--- src/rtl/display_line_sequencer.sv ---
// display_line_sequencer: pops one buffered line at a time from the line FIFO,
// tracks the line within the frame, and handshakes frame completion with the display.
module display_line_sequencer #(
    parameter int WORDS_PER_LINE  = 16,
    parameter int LINES_PER_FRAME = 1024,
    parameter int LINE_GAP_CYCLES = 4,
    parameter int LINE_W          = 10
) (
    input  logic              fpga_clk,
    input  logic              reset_all,
    input  logic              enable_i,
    input  logic [4:0]        num_words_in_buffer,
    input  logic              frame_ack_i,
    output logic              rd_en_o,
    output logic              data_valid_o,
    output logic              line_start_o,
    output logic              line_end_o,
    output logic              frame_start_o,
    output logic [LINE_W-1:0] line_index_o,
    output logic              line_of_data_available,
    output logic              next_frame_rdy_o
);
    typedef enum logic [2:0] {IDLE, WAIT_LINE, READ, GAP, FRAME_DONE} state_t;

    state_t            state;
    state_t            end_state;
    logic [4:0]        word_cnt;
    logic [15:0]       gap_cnt;
    logic              last_line;
    logic [LINE_W-1:0] end_index;

    assign line_of_data_available = num_words_in_buffer >= 5'(WORDS_PER_LINE);
    assign last_line = line_index_o == LINE_W'(LINES_PER_FRAME - 1);

    // Where a finished line (after its gap) leads: end of frame, next line, or abandon.
    always_comb begin
        end_state = last_line ? FRAME_DONE : enable_i ? WAIT_LINE : IDLE;
        end_index = last_line ? line_index_o : enable_i ? line_index_o + LINE_W'(1) : '0;
    end

    always_ff @(posedge fpga_clk or posedge reset_all) begin
        if (reset_all) begin
            state            <= IDLE;
            word_cnt         <= '0;
            gap_cnt          <= '0;
            rd_en_o          <= 1'b0;
            data_valid_o     <= 1'b0;
            line_start_o     <= 1'b0;
            line_end_o       <= 1'b0;
            frame_start_o    <= 1'b0;
            line_index_o     <= '0;
            next_frame_rdy_o <= 1'b0;
        end else begin
            line_start_o  <= 1'b0;
            line_end_o    <= 1'b0;
            frame_start_o <= 1'b0;
            data_valid_o  <= rd_en_o;
            case (state)
                IDLE: begin
                    if (enable_i) begin
                        state        <= WAIT_LINE;
                        line_index_o <= '0;
                    end
                end
                WAIT_LINE: begin
                    if (!enable_i) begin
                        state        <= IDLE;
                        line_index_o <= '0;
                    end else if (line_of_data_available) begin
                        state         <= READ;
                        rd_en_o       <= 1'b1;
                        word_cnt      <= 5'd1;
                        line_start_o  <= 1'b1;
                        frame_start_o <= line_index_o == '0;
                        line_end_o    <= WORDS_PER_LINE == 1;
                    end
                end
                READ: begin
                    if (word_cnt == 5'(WORDS_PER_LINE)) begin
                        rd_en_o <= 1'b0;
                        gap_cnt <= '0;
                        if (LINE_GAP_CYCLES == 0) begin
                            state            <= end_state;
                            line_index_o     <= end_index;
                            next_frame_rdy_o <= last_line;
                        end else begin
                            state <= GAP;
                        end
                    end else begin
                        word_cnt   <= word_cnt + 5'd1;
                        line_end_o <= word_cnt + 5'd1 == 5'(WORDS_PER_LINE);
                    end
                end
                GAP: begin
                    if (gap_cnt == 16'(LINE_GAP_CYCLES - 1)) begin
                        state            <= end_state;
                        line_index_o     <= end_index;
                        next_frame_rdy_o <= last_line;
                    end else begin
                        gap_cnt <= gap_cnt + 16'd1;
                    end
                end
                FRAME_DONE: begin
                    if (frame_ack_i) begin
                        next_frame_rdy_o <= 1'b0;
                        line_index_o     <= '0;
                        state            <= enable_i ? WAIT_LINE : IDLE;
                    end
                end
                default: state <= IDLE;
            endcase
        end
    end
endmodule

--- config.mk ---
export PLATFORM = sky130hd
export DESIGN_NAME = display_line_sequencer
export DESIGN_NICKNAME = d
export VERILOG_FILES = /design/src/rtl/display_line_sequencer.sv
export SDC_FILE = /design/constraint.sdc
export NUM_CORES = 1
export LEC_CHECK = 0
export CORE_MARGIN = 2
export CORE_UTILIZATION = 51
export DETAILED_ROUTE_END_ITERATION = 16
export HOLD_SLACK_MARGIN = 0.06
export PLACE_DENSITY_LB_ADDON = 0.1
export SLEW_MARGIN = 10
export SYNTH_ARGS = -nofsm -noshare
export SYNTH_HDL_FRONTEND = slang
export SYNTH_SLANG_ARGS = --single-unit
--- constraint.sdc ---
create_clock -name fpga_clk -period 1.9 [get_ports fpga_clk]
set_input_delay 0.19 -clock fpga_clk [delete_from_list [all_inputs] [get_ports fpga_clk]]
set_output_delay 0.19 -clock fpga_clk [all_outputs]
set_load 0.005 [all_outputs]
* Word-level counts from Yosys, hierarchy flattened *
Index checks and enable logic that the tools add are counted.

storage, ports and cells
  register bits = 40

cells by class
  add/subtract/negate cells = 3
  magnitude comparators = 1
  equality and inequality tests = 19
  multiplexer cells = 38
  reduce and logical (&&, ||, !) cells = 12

operators with widths
  operator                                                          count
  10-bit two-way mux                                                6
  10-bit case mux with 4 select lines                               1
  16-bit two-way mux                                                2
  16-bit case mux with 2 select lines                               1
  3-bit two-way mux                                                 7
  2-bit != test, second input constant                              10
  16-bit by 1-bit adder with 16-bit output, second input constant   1
  16-bit by 2-bit == test with 1-bit output, second input constant  1
  5-bit two-way mux                                                 3
  3-bit case mux with 5 select lines                                1
  1-bit two-way mux                                                 14
  10-bit by 1-bit adder with 10-bit output, second input constant   1
  10-bit == test, second input constant                             1
  5-bit == test, second input constant                              2
  10-bit logical NOT                                                1
  5-bit case mux with 2 select lines                                1
  4-bit AND reduction                                               2
  3-bit by 2-bit == test with 1-bit output, second input constant   2
  3-bit AND reduction                                               2
  6-bit AND reduction                                               1
  2-bit nonzero test                                                3
  5-bit by 1-bit adder with 5-bit output, second input constant     1
  5-bit greater-or-equal comparator, second input constant          1
  5-bit AND reduction                                               1
  6 further kinds                                                   7

* Longest topological paths before layout *
Gate-level depths: netlist (run 1).

  depth after elaboration = 5
  depth in mapped cells = 7
  mapped depth without buffers = 7

* Worst setup path before layout (run 1) *
OpenSTA, ideal clock, no wires.

  path kind = register to register
  start point = reg line_index_o[0]
  end point = reg line_index_o[6]
  library setup time = 0.103 ns
  arrival = 1.801 ns
  slack = -0.004 ns
  cell stages (with the launch flop) = 8
  buffers on the path = 1
  period minus slack after synthesis = 1.904 ns
  cells stage by stage = dfrtp_1 ha_1 nand4_1 nor4_1 or2_1 buf_6 or3_4 o41ai_2

between the ends
  longest elaborated chain between the ends = 5
  elaborated cells on any way between the ends = 8

RTL lines
  what                                      line  RTL
  start, declared                           19    output logic [LINE_W-1:0] line_index_o,
  start signal, assigned                    84    line_index_o <= end_index;
  start signal, assigned                    97    line_index_o <= end_index;
  10-bit by 1-bit adder with 10-bit output  38    end_index = last_line ? line_index_o : enable_i ? line_index_o + LINE_W'(1) : '0;
  10-bit two-way mux (2 in a row)           38
  10-bit two-way mux                        95    if (gap_cnt == 16'(LINE_GAP_CYCLES - 1)) begin
  10-bit case mux with 4 select lines       58    case (state)

Several ways; a longest one is shown, not always the timed one. The select of a mux whose other input is x is not followed.
A chain may end at the register's enable or synchronous reset.

* Worst setup path after layout (run 1) *
  start point = reg gap_cnt[1]
  end point = reg line_index_o[1]

between the ends
  longest elaborated chain between the ends = 3

RTL lines
  what                                       line  RTL
  start, declared                            28    logic [15:0] gap_cnt;
  start signal, assigned                     100   gap_cnt <= gap_cnt + 16'd1;
  16-bit by 2-bit == test with 1-bit output  95
  2-bit != test (no source line)             -
  6-bit AND reduction (no source line)       -

Every way passes these cells.

==> results of run 1 <==
-- worst max-delay path: stages (launching register included) --
cell	delay, ns
dfrtp_1	0.36
ha_2	0.20
nor4b_4	0.21
nand4_1	0.25
or3_4	0.48
buf_4	0.15
o22ai_1	0.10
-- cell type report --
class / count / area, µm² / area share [%]
sequential: 40 / 1000 / 33.9
clock inverter: 2 / 12.5 / 0.423
tap: 52 / 65.1 / 2.20
inverter: 12 / 45.0 / 1.52
multi-input combinational: 195 / 1260 / 42.5
clock buffer: 5 / 68.8 / 2.32
timing repair buffer: 60 / 507 / 17.1
-- cell usage after synthesis, types with 2 or more instances --
cell type,number,area [µm²]
nor4b_1,2,17.5
a2bb2oi_1,2,17.5
buf_6,3,33.8
or2_2,4,25.0
or3_1,5,31.3
o21ai_0,21,105
xor2_1,5,43.8
nand3_1,16,80.1
and2_1,2,12.5
a31oi_1,3,18.8
inv_1,12,45.0
nor4_1,6,37.5
nand4_1,6,37.5
nand2_1,20,75.1
nor3_1,11,55.1
a21oi_1,18,90.1
a21boi_0,2,15.0
o22ai_1,4,25.0
and4bb_2,2,25.0
nor2_1,23,86.3
nand2b_1,2,12.5
clkbuf_1,8,30.0
dfrtp_1,40,1000
ha_1,6,75.1
and3_1,10,62.6
xnor2_1,5,43.8
mux2i_1,2,20.0
a22o_1,2,17.5
-- per-layer routing --
| metal | track usage (%) | part of all wire, % | vias to the layer above |
|---|---|---|---|
| li1 | - | - | 1038 |
| met1 | 30.4 | 47 | 1025 |
| met2 | 37.9 | 48 | 46 |
| met3 | 4.78 | 3.9 | 9 |
| met4 | 8.81 | 1.5 | 0 |
| met5 | 0 | 0 | - |
-- worst max path at each step --
stage,from,depth (start not counted),to
6_report,gap_cnt[1],6,line_index_o[1]
2_1_floorplan,state[2],7,line_index_o[6]
5_1_grt,gap_cnt[1],6,line_index_o[0]
4_1_cts,gap_cnt[1],7,line_index_o[6]
3_3_place_gp,enable_i,6,line_index_o[6]
3_5_place_dp,enable_i,6,line_index_o[6]
-- repair_timing --
item / in CTS / in global routing
endpoints found under the setup margin: 1 / 20
setup buffers: 0 / 1
pin swaps: 1 / 4
resized for setup: 1 / 13
-- logic make-up (layout without fill, tap and decap cells) --
group,count (synthesis),count (layout),share of synthesized area (%)
simple gates,119,119,28.5
compound gates,57,57,14.7
flops,40,40,43.1
buf+inv,26,79,5.44
xor+xnor,10,10,3.77
fa+ha+maj,6,6,3.23
mux,3,3,1.35
-- registers in the layout, summed over array words and instances, names as in the netlist --
name              count
gap_cnt              16
line_index_o         10
word_cnt              5
state                 3
data_valid_o          1
frame_start_o         1
line_end_o            1
line_start_o          1
next_frame_rdy_o      1
rd_en_o               1
-- power groups by stage --
stage | sequential [mW] | clock [mW] | combinational (mW)
finish | 1.17 | 0.560 | 1.31
global route | 1.19 | 0.601 | 1.47
CTS | 1.15 | 0.575 | 1.26
detailed placement | 1.16 | 0 | 1.24
global placement | 1.16 | 0 | 1.19
floorplan | 1.14 | 0 | 0.755
==> flow_summary_export.csv, run 1 <==
group,metric,value,unit
layout,area_delta_synth_final,27.3,%
pwr,pwr_density_cell,1030,nW/µm²
critical_path,crit_type,"reg -> reg",
floorplanning,fp.dieArea,5110,µm²
cts,cts_num_sinks,40,
cts,cts-root-buf,"clkbuf_8",
timing,rsz0062_at_grt,"yes",
floorplanning,initial_core_util,53.0,%
layout,nFillCells,362,
layout,layout.nets,329,
cts,clkSlewWorstSetupHoldPaths,0.08,ns
critical_path,crit_arrival,2.05,ns
pwr,finalPower,3.04,mW
timing,whs,0.316,ns
critical_path,worstPathRequired,2.12,ns
drt,drtIter0Drc,151,
run_status,status,"completed",
drt,drcViolationCount,0,
global_route,first_global_vias,2035,
cts,cts_tree,"done",
cts,clk_latency,0.30,ns
yosys,synth_edf_count,0,
floorplanning,fp-row-count,24,
yosys,ys_seq_elements,40,
yosys,yosysSeqAreaShare,43.1,%
drt,vias_per_cell,5.79,
timing,period_minus_slack,1.83,ns
timing,relSlewSlack,66.1,%
cts,clk_path_buf_depth,2,
timing,setup_viol,0,
cts,hold_buffers,0,
place,post-place-ws,-0.0739,ns
layout,fin_util,67.5,%
pwr,combinationalPowerShare,43.1,%
global_route,grt_max_degree,41,
critical_path,r2r_start,"gap_cnt[1]",
cts,cts_buffers,5,
pwr,p_int,1.89,mW
layout,fin_area,2960,µm²
drt,first_pass_iters,4,
pwr,power.switching,1.16,mW
floorplanning,design.core.area,4380,µm²
drt,wl,5520,µm
timing,max_freq,548,MHz
cts,h-tree-depth,2,
floorplanning,io_pins,26,
critical_path,crit_path_start_kind,"flip-flop",
floorplanning,die_w,71.5,µm
layout,layout_commonest_cell,"buf_4",
pwr,power.leakage,1.29,nW
layout,final_layout_size_suffix_gt1_share,23.6,%
timing,fin_crit_sh,96.1,%
place,placed_cell_area,2810,µm²
timing,slew_viol_final,0,
drt,detail-route-antenna-nets,0,
yosys,synth_fp_nets,276,
drt,vias,2118,
pwr,power_frac_seq,38.5,%
place,hpwlAfterDp,3800,µm
place,port_buffers,21,
timing,fin_worst_skew,0.00235,ns
floorplanning,dieHeight,71.5,µm
pwr,switching_share,38.0,%
layout,stdcell_count,366,
pwr,clkPwrFrac,18.4,%
yosys,netlist_area,2320,µm²
timing,hold_violations,0,
critical_path,r2r_cells,6,
yosys,yosys_warnings,0,
drt,wl_per_cell,15.1,µm
pwr,vdd_ir_drop_max,0.000893,V
critical_path,crit_fanout,4,
timing,layout_setup_ws,0.0746,ns
yosys,postSynthCellCount,261,
hold_path,hold_path_class,"in -> async",
yosys,async_flop_share,100,%
critical_path,r2r-end,"line_index_o[1]",
yosys,synth.distinct_cells,47,
global_route,overflow,0,
global_route,grt_pass1_wl,9230,µm
yosys,synth_flop_cell,"dfrtp_1",
global_route,antenna_found_initial,0,
yosys,syn_avg_cell_area,8.91,µm²
job,maxCapViolations,0,
place,place_inst,358,
layout,layout_common_cells,"38 x buf_4, 37 x dfrtp_1, 22 x nor2_1",
layout,antenna_cells,0,
critical_path,setup.worst_path.end_class,"flip-flop",
timing,worst_pin_slew,0.509,ns
place,gp_congestion,0.826,
timing,tns,0,ns
global_route,track_usage,23.2,%
critical_path,rrSetupSlack,0.07,ns
No activity file was read; power rests on OpenSTA's default activity.
==> run 2: changes to the inputs <==
--- a/config.mk
+++ b/config.mk
@@ -9,8 +9,7 @@
 export CORE_UTILIZATION = 51
 export DETAILED_ROUTE_END_ITERATION = 16
 export HOLD_SLACK_MARGIN = 0.06
-export PLACE_DENSITY_LB_ADDON = 0.1
-export SLEW_MARGIN = 10
+export PLACE_DENSITY_LB_ADDON = 0.05
 export SYNTH_ARGS = -nofsm -noshare
 export SYNTH_HDL_FRONTEND = slang
 export SYNTH_SLANG_ARGS = --single-unit
==> flow_summary_export.csv, run 2 (synthesis gave the netlist of run 1 again) <==
group,metric,value,unit
run_status,status,"completed",
place,hpwlAfterDp,3740,µm
critical_path,slowest_stage,"dfrtp_1",
timing,period_minus_slack,1.85,ns
critical_path,r2r_cells,6,
layout,layout_common_cells,"40 x buf_4, 38 x dfrtp_1, 22 x nor2_1",
floorplanning,fp-row-count,24,
layout,fin_area,3050,µm²
timing,hold_violations,0,
global_route,grt_pass1_wl,8690,µm
critical_path,cpLargestDelayFamily,"simple AND/OR/NAND/NOR gates",
critical_path,worst-path-stages,6,
cts,clk_latency,0.30,ns
layout,antenna_cells,0,
cts,clkSlewWorstSetupHoldPaths,0.09,ns
place,port_buffers,21,
timing,slew_viol_final,0,
floorplanning,initial_core_util,53.0,%
cts,cts_buffers,5,
pwr,pwr_density_cell,1050,nW/µm²
global_route,antenna_found_initial,0,
timing,fin_worst_skew,0.00585,ns
layout,final_layout_size_suffix_gt1_share,24.4,%
layout,largest_reg_flops,16,
drt,drtIter0Drc,85,
drt,wl_per_cell,14.0,µm
pwr,power.leakage,1.34,nW
floorplanning,io_pins,26,
drt,wl,5190,µm
pwr,vdd_ir_drop_max,0.000686,V
layout,top_register,"gap_cnt",
cts,post_cts_buffers,0,
global_route,grt_util_met3,2.95,%
cts,cts_tree,"done",
critical_path,crit_type,"reg -> reg",
drt,first_pass_iters,4,
timing,fin_crit_sh,97.6,%
drt,vias,2088,
global_route,overflow,0,
floorplanning,dieHeight,71.5,µm
timing,relSlewSlack,66.6,%
cts,cts_num_sinks,40,
critical_path,crit_fanout,8,
job,maxCapViolations,0,
drt,drcViolationCount,0,
timing,layout_setup_ws,0.0462,ns
drt,vias_per_cell,5.61,
layout,area_delta_synth_final,31.1,%
cts,clk_path_buf_depth,2,
place,post-place-ws,-0.109,ns
timing,rsz0062_at_grt,"yes",
critical_path,worstPathRequired,2.10,ns
cts,cts-root-buf,"clkbuf_8",
cts,h-tree-depth,2,
global_route,grt_max_degree,41,
timing,worst_pin_slew,0.501,ns
critical_path,max_stage_delay,0.43,ns
layout,layout.nets,334,
global_route,use_met2,34.8,%
timing,max_freq,539,MHz
drt,detail-route-antenna-nets,0,
place,gp_congestion,0.796,
global_route,track_usage,21.5,%
floorplanning,design.core.area,4380,µm²
pwr,finalPower,3.21,mW
critical_path,path_buf_inv,1,
critical_path,crit_arrival,2.06,ns
timing,setup_viol,0,
global_route,grt_use_met1,29.8,%
place,placed_cell_area,2860,µm²
global_route,first_global_vias,1898,
floorplanning,die_w,71.5,µm
timing,tns,0,ns
critical_path,crit_path_start_kind,"flip-flop",
layout,layout_commonest_cell,"buf_4",
layout,largest_registers,"gap_cnt (16), line_index_o (10), word_cnt (5)",
critical_path,path_cells,"buf_12 -> nor4b_4 -> a211oi_2 -> or2_1 -> or3_4 -> o41ai_2",
hold_path,hold_path_class,"in -> async",
critical_path,setup.worst_path.end_class,"flip-flop",
global_route,top_usage_layer,"met2",
floorplanning,fp.dieArea,5110,µm²
run 2: cell types whose count changed in the layout (fill, tap and decap cells not counted), moves of 2 or more:
cell	delta
o21ai_0	-2
nor4_2	-2
buf_4	+2
o21ai_1	+2
run 2: metrics by stage:
stage          std cells  hold WS [ns]  utilization (%)
2_1_floorplan        261         0.342                -
3_3_place_gp         363         0.432             65.2
3_5_place_dp         363         0.433             65.2
4_1_cts              371         0.326             67.8
5_1_grt              372         0.372             69.5
6_report             372         0.311             69.5
run 2: report_power, final:
part	total, mW	switching (mW)	leakage (nW)	internal (mW)
Clock	0.727	0.332	0.0548	0.396
Sequential	1.16	0.163	0.527	0.998
Combinational	1.33	0.652	0.761	0.674
run 2: timing repair:
action | 4_1_cts | 5_1_grt
pin swaps | 0 | 3
gates cloned | 0 | 1
hold buffers | 0 | 0
gates resized for setup | 1 | 16
endpoints found under the setup margin | 1 | 10
run 2: area by class of cell:
cell class	count	area, µm²
clock buffer	5	68.8
clock inverter	3	46.3
fill	359	1340
inverter	12	45.0
multi-input combinational	195	1260
sequential	40	1000
tap	52	65.1
timing repair buffer	65	558
run 2: worst paths after layout:
check / start / endpoint / slack [ns]
worst max-delay path: state[1] / line_index_o[6] / 0.05
worst min-delay path: reset_all / data_valid_o / 0.31
worst max register to register: state[1] / line_index_o[6] / 0.05
worst min register to register: rd_en_o / data_valid_o / 0.45
max in group asynchronous: reset_all / state[2] / 1.22
min in group fpga_clk: rd_en_o / data_valid_o / 0.45
run 2: routing by layer:
metal / up-vias / wire [µm]
met5: - / 0
met4: 0 / 58
met3: 7 / 185
met2: 43 / 2460
met1: 985 / 2480
li1: 1053 / -
run 2: worst reg2reg max path, stage by stage (launching register included):
cell,delay [ns]
dfrtp_1,0.43
buf_12,0.16
nor4b_4,0.23
a211oi_2,0.07
or2_1,0.23
or3_4,0.39
o41ai_2,0.26
